File: src/rtl/jk_reg_bank_if.sv
// Control/status bus of the JK register bank: update controls in, stored
// state and per-bit status flags out.
interface jk_reg_bank_if #(
    parameter int WIDTH = 8
);
    logic             en;
    logic [1:0]       mode;
    logic [WIDTH-1:0] j;
    logic [WIDTH-1:0] k;
    logic             ld;
    logic [WIDTH-1:0] ld_data;
    logic             clr_err;
    logic [WIDTH-1:0] q;
    logic [WIDTH-1:0] qbar;
    logic [WIDTH-1:0] changed;
    logic [WIDTH-1:0] err_sr;

    modport master (
        output en, mode, j, k, ld, ld_data, clr_err,
        input  q, qbar, changed, err_sr
    );

    modport slave (
        input  en, mode, j, k, ld, ld_data, clr_err,
        output q, qbar, changed, err_sr
    );
endinterface

File: src/rtl/jk_reg_bank.sv
// Bank of edge-triggered JK-type flag bits with shared JK/SR/D/T mode,
// parallel load, change strobes and sticky SR-violation flags.
module jk_reg_bank #(
    parameter int               WIDTH   = 8,
    parameter logic [WIDTH-1:0] RST_VAL = {WIDTH{1'b0}}
) (
    input  logic          clk,
    input  logic          rst,
    jk_reg_bank_if.slave  bus
);
    typedef enum logic [1:0] {
        MODE_JK = 2'b00,
        MODE_SR = 2'b01,
        MODE_D  = 2'b10,
        MODE_T  = 2'b11
    } mode_t;

    mode_t            mode_sel;
    logic [WIDTH-1:0] q_reg;
    logic [WIDTH-1:0] q_next;
    logic [WIDTH-1:0] changed_reg;
    logic [WIDTH-1:0] err_reg;
    logic [WIDTH-1:0] err_set;

    assign mode_sel = mode_t'(bus.mode);

    // Next-state decode: load beats enabled j/k operation; otherwise hold.
    always_comb begin
        q_next  = q_reg;
        err_set = '0;
        if (bus.ld) begin
            q_next = bus.ld_data;
        end else if (bus.en) begin
            for (int i = 0; i < WIDTH; i++) begin
                case (mode_sel)
                    MODE_JK: begin
                        case ({bus.j[i], bus.k[i]})
                            2'b01:   q_next[i] = 1'b0;
                            2'b10:   q_next[i] = 1'b1;
                            2'b11:   q_next[i] = ~q_reg[i];
                            default: q_next[i] = q_reg[i];
                        endcase
                    end
                    MODE_SR: begin
                        case ({bus.j[i], bus.k[i]})
                            2'b01:   q_next[i] = 1'b0;
                            2'b10:   q_next[i] = 1'b1;
                            2'b11:   err_set[i] = 1'b1;
                            default: q_next[i] = q_reg[i];
                        endcase
                    end
                    MODE_D: q_next[i] = bus.j[i];
                    MODE_T: q_next[i] = q_reg[i] ^ bus.j[i];
                endcase
            end
        end
    end

    // A same-edge violation wins over clr_err for its own bit.
    always_ff @(posedge clk) begin
        if (rst) begin
            q_reg       <= RST_VAL;
            changed_reg <= '0;
            err_reg     <= '0;
        end else begin
            q_reg       <= q_next;
            changed_reg <= q_next ^ q_reg;
            err_reg     <= (bus.clr_err ? '0 : err_reg) | err_set;
        end
    end

    assign bus.q       = q_reg;
    assign bus.qbar    = ~q_reg;
    assign bus.changed = changed_reg;
    assign bus.err_sr  = err_reg;
endmodule

File: src/flat_wrapper.sv
// flat-port wrapper written by rule: the top's interface ports become plain ports
module jk_reg_bank_flat 
#(
    parameter int               WIDTH   = 8,
    parameter logic [WIDTH-1:0] RST_VAL = {WIDTH{1'b0}}
)
  (clk, rst, bus_en, bus_mode, bus_j, bus_k, bus_ld, bus_ld_data, bus_clr_err, bus_q, bus_qbar, bus_changed, bus_err_sr);
  jk_reg_bank_if #(.WIDTH(WIDTH)) bus_i ();
  input  logic clk;
  input  logic rst;
  input wire logic [$bits(bus_i.en)-1:0] bus_en;
  input wire logic [$bits(bus_i.mode)-1:0] bus_mode;
  input wire logic [$bits(bus_i.j)-1:0] bus_j;
  input wire logic [$bits(bus_i.k)-1:0] bus_k;
  input wire logic [$bits(bus_i.ld)-1:0] bus_ld;
  input wire logic [$bits(bus_i.ld_data)-1:0] bus_ld_data;
  input wire logic [$bits(bus_i.clr_err)-1:0] bus_clr_err;
  output wire logic [$bits(bus_i.q)-1:0] bus_q;
  output wire logic [$bits(bus_i.qbar)-1:0] bus_qbar;
  output wire logic [$bits(bus_i.changed)-1:0] bus_changed;
  output wire logic [$bits(bus_i.err_sr)-1:0] bus_err_sr;
  assign bus_i.en = bus_en;
  assign bus_i.mode = bus_mode;
  assign bus_i.j = bus_j;
  assign bus_i.k = bus_k;
  assign bus_i.ld = bus_ld;
  assign bus_i.ld_data = bus_ld_data;
  assign bus_i.clr_err = bus_clr_err;
  assign bus_q = bus_i.q;
  assign bus_qbar = bus_i.qbar;
  assign bus_changed = bus_i.changed;
  assign bus_err_sr = bus_i.err_sr;
  jk_reg_bank #(.WIDTH(WIDTH), .RST_VAL(RST_VAL)) u_core (.clk(clk), .rst(rst), .bus(bus_i));
endmodule
File: config.mk
export PLATFORM = sky130hd
export DESIGN_NAME = jk_reg_bank_flat
export DESIGN_NICKNAME = d
export VERILOG_FILES = /design/src/rtl/jk_reg_bank_if.sv /design/src/rtl/jk_reg_bank.sv /design/src/flat_wrapper.sv
export SDC_FILE = /design/constraint.sdc
export NUM_CORES = 1
export LEC_CHECK = 0
export CAP_MARGIN = 20
export CORE_UTILIZATION = 42
export CTS_CLUSTER_SIZE = 10
export DETAILED_ROUTE_END_ITERATION = 8
export PLACE_DENSITY = 0.82
export SLEW_MARGIN = 20
export SYNTH_ARGS = -nofsm -noshare
export SYNTH_HDL_FRONTEND = slang
export SYNTH_SLANG_ARGS = --single-unit
export TNS_END_PERCENT = 20
File: constraint.sdc
create_clock -name clk -period 1.5 [get_ports clk]
set_clock_uncertainty 0.15 [all_clocks]
set_input_delay 0.225 -clock clk [delete_from_list [all_inputs] [get_ports clk]]
set_output_delay 0.225 -clock clk [all_outputs]
set_load 0.05 [all_outputs]
==> results of run 1 <==
[cell usage after synthesis, drive strengths merged, types with 2 or more instances]
master and count:
o211ai 12, dfxtp 24, a21oi 20, and4bb 2, a21boi 9, inv 20
nand2 10, o22ai 6, nand3b 7, a211oi 2, clkbuf 3, ha 16
a41o 6, nand2b 15, nor2b 13, a311oi 5, o211a 2, nor2 17
buf 12, o21ai 16, a41oi 5
[routing by layer]
| layer | vias up | wire (um) |
|---|---|---|
| met5 | - | 0 |
| met1 | 1104 | 2760 |
| met3 | 25 | 520 |
| met2 | 136 | 3271 |
| met4 | 0 | 227 |
| li1 | 1104 | - |
[placed cells by master, fill, tap and decap left out, types with 3 or more instances in the layout]
cell type / n
a21boi_0: 5
a21boi_2: 4
a21oi_1: 16
a21oi_2: 4
a311oi_1: 3
a41o_1: 6
a41oi_1: 4
buf_12: 35
buf_4: 58
clkbuf_8: 3
clkdlybuf4s50_1: 10
dfxtp_1: 22
dlygate4sd2_1: 14
ha_1: 13
ha_4: 3
inv_1: 16
nand2_1: 10
nand2b_1: 14
nand3b_1: 6
nor2_1: 17
nor2b_1: 11
o211ai_1: 12
o21ai_0: 14
o22ai_1: 5
[power groups by stage]
stage / sequential, uW / clock (uW) / combinational (uW)
finish: 708 / 408 / 1000
global route: 711 / 428 / 1050
CTS: 707 / 412 / 974
detailed placement: 721 / 0 / 957
global placement: 720 / 0 / 934
floorplan: 841 / 0 / 316
[final cells by class]
type / instances / area, um2 / area share (%)
clock buffer: 3 / 41.29 / 1.176
clock inverter: 1 / 3.754 / 0.1069
inverter: 20 / 82.58 / 2.352
multi-input combinational: 179 / 1389 / 39.56
sequential: 24 / 488.0 / 13.90
tap: 52 / 65.06 / 1.853
timing repair buffer: 126 / 1441 / 41.05
[logic make-up (layout without fill, tap and decap cells)]
group,after synthesis,in the layout,share of synthesized area [%]
compound gates,89,89,32.43
xor+xnor,1,1,0.4540
fa+ha+maj,17,17,10.89
buf+inv,35,150,9.079
flops,24,24,24.90
simple gates,72,72,22.24
[metrics by stage]
| stage | cells | total power (uW) | setup WS [ns] | instance area (um2) | TNS [ns] |
|---|---|---|---|---|---|
| CTS | 403 | 2092 | -0.02319 | 3456 | -0.02319 |
| global placement | 394 | 1654 | -0.5658 | 3321 | -9.024 |
| floorplan | 238 | 1158 | -0.3562 | 1949 | -2.155 |
| detailed placement | 394 | 1677 | -0.6517 | 3321 | -9.694 |
| finish | 405 | 2120 | 0.002195 | 3511 | 0 |
| global route | 405 | 2191 | -0.06360 | 3511 | -0.1095 |
[worst max-delay path, cell delays in order]
cell and delay (ns):
dlygate4sd2_1 0.27, ha_4 0.28, nand2b_4 0.11, o22ai_2 0.08
or3_1 0.35, o211a_1 0.22
[worst min-delay path by stage]
stage	endpoint
2_1_floorplan	u_core.bus.q[3]$_SDFF_PP0_
3_3_place_gp	u_core.bus.changed[2]$_SDFF_PP0_
3_5_place_dp	u_core.bus.changed[2]$_SDFF_PP0_
4_1_cts	u_core.bus.changed[6]$_SDFF_PP0_
5_1_grt	u_core.bus.changed[4]$_SDFF_PP0_
6_report	u_core.bus.changed[4]$_SDFF_PP0_
[timing repair]
item                       CTS  global route
setup buffers                4             2
pin swaps                   12            17
gates resized for setup     39            15
cloned                       1             0
setup endpoints to repair   16            12
hold endpoints to repair     0             0
==> flow_summary.yaml, run 1 <==
synth:
  synth.yosys.seq_area_share_pct: 24.90
  synth-edff-count: 0
  synth_cell_type_count: 45
  synth_fp_nets: 285
  ys.flop_type: "dfxtp_1"
  synth_async_sr_flop_share_pct: 0
  synth_area_leader_cell: "dfxtp_1"
  synth_top_area_share_pct: 24.90
  netlist_area_mm2: 0.001929
  ys_ff_latch: 24
  netlist_instances: 238
  syn_avg_cell_area_um2: 8.107
  yosys_warnings: 0
  yosys-top-cells-area: "dfxtp_1, ha_1, a21oi_1"
clocking:
  cts_buffers: 3
  h-tree-depth: 1
  cts_root_buf: "clkbuf_8"
  clk_pin_slew_ns: 0.09
  cts_hold_buffers: 0
  clk_latency_ns: 0.27
  cts_tree: "done"
  clock_path_buffers: 2
  cts_sinks: 24
drt:
  drc: 0
  via_per_inst: 5.849
  wirelength_um: 6778
  vias: 2369
  firstDrtPassIters: 5
  drtAntennaViolNets: 0
  initialDrtViolationCount: 136
  wire_per_inst_um: 16.74
critical_path:
  critPathLaunchType: "input pin"
  r2r-start: "u_core.bus.q[3]$_SDFF_PP0_"
  cp_max_fo: 2
  ff2ff_setup_slack_ns: 0.04
  critPathCaptureType: "flop"
  crit_path_end: "u_core.bus.changed[3]$_SDFF_PP0_"
  r2r_cells: 4
  arrival_ns: 1.52
  crit_type: "in2reg"
  crit_path_start: "bus_j[3]"
  crit_required_ns: 1.52
  rr_endpoint: "u_core.bus.changed[3]$_SDFF_PP0_"
die:
  dieArea_mm2: 0.004869
  core_area_mm2: 0.004384
  die_w_um: 69.78
  die_y_um: 69.78
  ioPinCount: 63
  initial_core_util_pct: 44.01
  core.rowCount: 24
timing:
  setup_violations: 0
  hold_viol: 0
  worst_slew_pin_slew_ns: 0.3775
  slew_violations: 0
  slew-limit-headroom_pct: 74.80
  period_share_pct: 99.85
  rsz0062_at_grt: "yes"
  min_period_ns: 1.498
  hold_slack_ns: 0.3134
  fmax_mhz: 667.6
cells_and_area:
  drive_gt1_share_pct: 38.24
  fin_util_pct: 80.08
  diodes: 0
  n_fill_cell: 246
  final_nets: 401
  area_growth_pct: 81.97
power_and_ir_drop:
  internal-power_uw: 1354
  p_comb_share_pct: 47.4
  p_leak_uw: 0.001566
  p_per_area_mw_per_mm2: 603.8
  power_frac_seq_pct: 33.4
  p_clk_share_pct: 19.2
  ir_drop_v: 0.0003974
  switching_share_pct: 36.14
  netSwitchingPower_uw: 766.1
worst_hold_path:
  hold_start: "bus_j[4]"
  hp-class: "in2reg"
  whs_path_depth: 4
grt:
  grtUsageMet3_pct: 3.488
  grtUsageMet2_pct: 44.76
  antenna_found_initial: 0
  grt_pass1_vias: 2254
  grt_usage_pct: 26.69
  grt_max_degree: 14
  grt_pass1_wl_um: 10540
  busiest_layer: "met2"
  overflow: 0
  grtUsageMet1_pct: 32.85
place:
  gp_congestion: 0.8727
  io_buffers: 62
  dp_hpwl_um: 4682
flow_run:
  drv_cap: 0
status:
  run_status: "finished clean"
Power figures use the tool's default switching activity.
==> run 2, diff against run 1 <==
--- a/config.mk
+++ b/config.mk
@@ -6,10 +6,11 @@
 export NUM_CORES = 1
 export LEC_CHECK = 0
 export CAP_MARGIN = 20
-export CORE_UTILIZATION = 42
+export CORE_UTILIZATION = 57
 export CTS_CLUSTER_SIZE = 10
 export DETAILED_ROUTE_END_ITERATION = 8
-export PLACE_DENSITY = 0.82
+export DONT_BUFFER_PORTS = 1
+export PLACE_DENSITY = 0.8
 export SLEW_MARGIN = 20
 export SYNTH_ARGS = -nofsm -noshare
 export SYNTH_HDL_FRONTEND = slang
==> flow_summary.yaml, run 2 (synthesized netlist as in run 1, its figures left out) <==
critical_path:
  r2r_cells: 4
  crit_chain: "buf_8 -> inv_1 -> buf_4"
  crit_path_start: "u_core.bus.q[0]$_SDFF_PP0_"
  r2r-start: "u_core.bus.q[3]$_SDFF_PP0_"
  critPathCaptureType: "output port"
  crit_required_ns: 1.12
  critPathLaunchType: "flop"
  crit_type: "reg2out"
  cp_max_fo: 4
  slowest_delay_ns: 0.40
  cpMaxStageDelayCell: "dfxtp_2"
  arrival_ns: 1.12
die:
  dieArea_mm2: 0.003622
  core.rowCount: 20
  initial_core_util_pct: 61.68
  die_w_um: 60.18
  core_area_mm2: 0.003128
  die_y_um: 60.18
  ioPinCount: 63
worst_hold_path:
  whs_path_depth: 3
  hold_start: "bus_j[6]"
  hp-class: "in2reg"
cells_and_area:
  diodes: 0
  mostFrequentLayoutCells: "dlygate4sd3_1, buf_4, a21oi_1"
  final_nets: 330
  drive_gt1_share_pct: 19.93
  area_growth_pct: 28.79
timing:
  min_period_ns: 1.497
  slew_violations: 0
  period_share_pct: 99.83
  setup_tns_ns: 0
  hold_viol: 0
  fmax_mhz: 667.8
  slew-limit-headroom_pct: 49.51
  rsz0062_at_grt: "yes"
  worst_slew_pin_slew_ns: 0.7574
  setup_violations: 0
drt:
  wirelength_um: 5418
  drtAntennaViolNets: 0
  vias: 1968
  firstDrtPassIters: 4
  wire_per_inst_um: 16.67
  via_per_inst: 6.055
  drc: 0
  initialDrtViolationCount: 214
power_and_ir_drop:
  ir_drop_v: 0.0004147
  p_per_area_mw_per_mm2: 649.2
  fin_total_pwr_uw: 1613
  p_leak_uw: 0.001091
grt:
  grtUsageMet3_pct: 4.978
  antenna_found_initial: 0
  grt_pass1_vias: 1952
  overflow: 0
  grt_max_degree: 31
  grtUsageMet2_pct: 55.89
  grt_pass1_wl_um: 8707
  grt_usage_pct: 32.14
  busiest_layer: "met2"
  grtUsageMet1_pct: 40.39
place:
  dp_hpwl_um: 3419
  io_buffers: 0
  gp_congestion: 0.8990
clocking:
  clk_latency_ns: 0.33
  cts_buffers: 3
  cts_root_buf: "clkbuf_4"
  clk_pin_slew_ns: 0.14
  clock_path_buffers: 2
  cts_sinks: 24
  h-tree-depth: 1
  cts_tree: "done"
flow_run:
  drv_cap: 0
status:
  run_status: "finished clean"
[run 2: cell types whose count changed in the layout (fill, tap and decap cells not counted), sizes merged]
cell and change:
dlymetal6s2s -2, clkdlybuf4s15 -2, clkbuf -1, buf -66
dlygate4sd3 +22, clkdlybuf4s50 -10, dlymetal6s4s +2, dlygate4sd2 -14
clkinv -1
[run 2: per-layer routing]
layer  wire [um]  part of all wire (%)
met1        2256                    42
met3         405                   7.5
met4         104                   1.9
met5           0                     0
met2        2651                    49
[run 2: layout make-up]
type	count	area (um2)
fill	215	643.1
multi-input combinational	179	1282
sequential	24	496.7
timing repair buffer	55	545.5
tap	44	55.05
clock buffer	3	22.52
inverter	20	82.58
[run 2: where the power goes]
group          internal, uW  switching (uW)
Clock                  94.5             211
Sequential              675            90.7
Combinational           238             304
[run 2: path summary, 6_finish.rpt]
kind                            slack, ns                               end
worst min-delay path                0.005   u_core.bus.err_sr[6]$_SDFF_PP0_
worst max-delay path                0.003                       bus_qbar[0]
worst min register to register       0.42  u_core.bus.changed[2]$_SDFF_PP0_
worst max register to register       0.02  u_core.bus.changed[3]$_SDFF_PP0_
[run 2: what timing repair did]
action	in CTS	in global routing
gates resized for setup	10	17
hold endpoints to repair	23	1
hold buffers	23	1
buffers inserted	0	1
setup endpoints to repair	5	16
[run 2: critical path, delay by kind of cell, from the launching register on]
kind     cells  cell delay (ns)
buf+inv      3             0.39
flops        1             0.40
[run 2: through the flow]
| stage | std cells | hold slack [ns] | worst slack, ns | area, um2 | util (%) |
|---|---|---|---|---|---|
| 2_1_floorplan | 238 | 0.2274 | -0.3562 | 1949 | - |
| 3_3_place_gp | 297 | 0.1487 | -0.05293 | 2130 | 68.08 |
| 3_5_place_dp | 297 | 0.1496 | -0.1340 | 2130 | 68.08 |
| 4_1_cts | 323 | 0.003108 | -0.006344 | 2407 | 76.96 |
| 5_1_grt | 325 | 0.01056 | -0.06164 | 2485 | 79.44 |
| 6_report | 325 | 0.004976 | 0.002561 | 2485 | 79.44 |
==> run 3, diff against run 2 <==
--- a/config.mk
+++ b/config.mk
@@ -6,11 +6,12 @@
 export NUM_CORES = 1
 export LEC_CHECK = 0
 export CAP_MARGIN = 20
-export CORE_UTILIZATION = 57
+export CORE_UTILIZATION = 60
 export CTS_CLUSTER_SIZE = 10
 export DETAILED_ROUTE_END_ITERATION = 8
 export DONT_BUFFER_PORTS = 1
-export PLACE_DENSITY = 0.8
+export PLACE_DENSITY = 0.81
+export SKIP_LAST_GASP = 1
 export SLEW_MARGIN = 20
 export SYNTH_ARGS = -nofsm -noshare
 export SYNTH_HDL_FRONTEND = slang
==> constraint.sdc (replaced) <==
create_clock -name clk -period 1.55 [get_ports clk]
set_clock_uncertainty 0.15 [all_clocks]
set_input_delay 0.2325 -clock clk [delete_from_list [all_inputs] [get_ports clk]]
set_output_delay 0.2325 -clock clk [all_outputs]
set_load 0.05 [all_outputs]
==> flow_summary.yaml, run 3 (synthesized netlist as in run 1, its figures left out) <==
timing:
  min_period_ns: 1.552
  hold_viol: 4
  setup_tns_ns: -0.002260
  fmax_mhz: 644.2
  rsz0062_at_grt: "yes"
  period_share_pct: 100.1
  slew_violations: 0
  hold_slack_ns: -0.07762
  slew-limit-headroom_pct: 49.79
  setup_violations: 1
  fin_ws_ns: -0.002260
  worst_slew_pin_slew_ns: 0.7531
clocking:
  clock_path_buffers: 2
  cts_root_buf: "clkbuf_4"
  postCtsSetupBuffers: 0
  clk_latency_ns: 0.32
  h-tree-depth: 1
  cts_buffers: 3
  cts_tree: "done"
  clk_pin_slew_ns: 0.14
  cts_sinks: 24
critical_path:
  timing.critical_path.buf_inv: 3
  crit_required_ns: 1.17
  crit_type: "reg2out"
  arrival_ns: 1.17
  cpMaxStageDelayCell: "dfxtp_1"
  crit_chain: "buf_6 -> inv_1 -> buf_4"
  critPathCaptureType: "output port"
  slowest_delay_ns: 0.40
  cpLargestDelayFamily: "buffers and inverters"
  cp_max_fo: 4
  critPathLaunchType: "flop"
cells_and_area:
  finalNonFillerCells: 313
  final_nets: 317
  mostFrequentLayoutCells: "buf_4, dfxtp_1, a21oi_1"
  drive_gt1_share_pct: 17.84
  n_fill_cell: 244
  final_common_cell: "buf_4"
  diodes: 0
  area_growth_pct: 18.48
drt:
  wirelength_um: 5123
  via_per_inst: 6.313
  initialDrtViolationCount: 86
  drtAntennaViolNets: 0
  top_layer: "met4"
  vias: 1976
  met1_length_um: 2135
  route.met2.wl_um: 2476
  firstDrtPassIters: 5
  drc: 0
  wire_per_inst_um: 16.37
  dr_wl_met3_um: 433
status:
  violations: "hold timing, setup timing"
  run_status: "finished with violations"
power_and_ir_drop:
  p_leak_uw: 0.0009864
  ir_drop_v: 0.0004436
  fin_total_pwr_uw: 1504
  p_per_area_mw_per_mm2: 658.0
grt:
  overflow: 0
  antenna_found_initial: 0
  grt_pass1_vias: 1805
  grt_usage_pct: 31.08
  grt_max_degree: 31
  grt_pass1_wl_um: 8135
die:
  ioPinCount: 63
  die_w_um: 58.71
  initial_core_util_pct: 63.20
  core_area_mm2: 0.003053
  die_y_um: 58.71
  core.rowCount: 20
  dieArea_mm2: 0.003446
place:
  dp_hpwl_um: 3451
  io_buffers: 0
  gp_congestion: 0.8242
  dp_cells: 297
flow_run:
  drv_cap: 0
worst_hold_path:
  hp-class: "in2reg"
-- run 3: cell types whose count changed in the layout (fill, tap and decap cells not counted), sizes merged --
cell	change
dlymetal6s4s	-1
buf	-1
clkinv	+1
dlygate4sd3	-11
-- run 3: metal layers --
layer,vias up,GRT usage (%)
met4,0,9.864
met3,11,5.934
met2,98,51.40
met1,938,40.92
met5,-,0
li1,929,-
-- run 3: timing repair --
action	4_1_cts	5_1_grt
resized for setup	2	1
hold buffers	11	1
setup endpoints to repair	2	7
endpoints found under the hold margin	19	5
-- run 3: final timing paths --
kind	startpoint	endpoint	slack (ns)	cells after the start
setup / recovery	u_core.bus.q[1]$_SDFF_PP0_	bus_qbar[1]	-0.002	3
hold / removal	bus_ld	u_core.bus.changed[3]$_SDFF_PP0_	-0.08	2
setup reg to reg	u_core.bus.err_sr[4]$_SDFF_PP0_	u_core.bus.err_sr[4]$_SDFF_PP0_	0.04	4
hold reg to reg	u_core.bus.q[2]$_SDFF_PP0_	u_core.bus.changed[2]$_SDFF_PP0_	0.43	1
-- run 3: area by class of cell --
class	count	area, um2	area share (%)
multi-input cells	179	1279	55.94
flip-flops and latches	24	488.0	21.35
repair buffers	42	355.3	15.54
inverters	20	82.58	3.612
well taps	44	55.05	2.408
clock buffers	3	22.52	0.9852
clock inverters	1	3.754	0.1642
-- run 3: through the flow --
stage | area (um2) | util, % | setup slack, ns
2_1_floorplan | 1949 | - | -0.3062
3_3_place_gp | 2130 | 69.75 | -0.001012
3_5_place_dp | 2130 | 69.75 | -0.1010
4_1_cts | 2273 | 74.47 | -0.0004501
5_1_grt | 2286 | 74.88 | -0.06716
6_report | 2286 | 74.88 | -0.002260
-- run 3: report_power, final --
group          switching (uW)  internal [uW]  total [uW]
clock network             199           94.5         294
registers                82.9            652         735
logic                     282            194         476
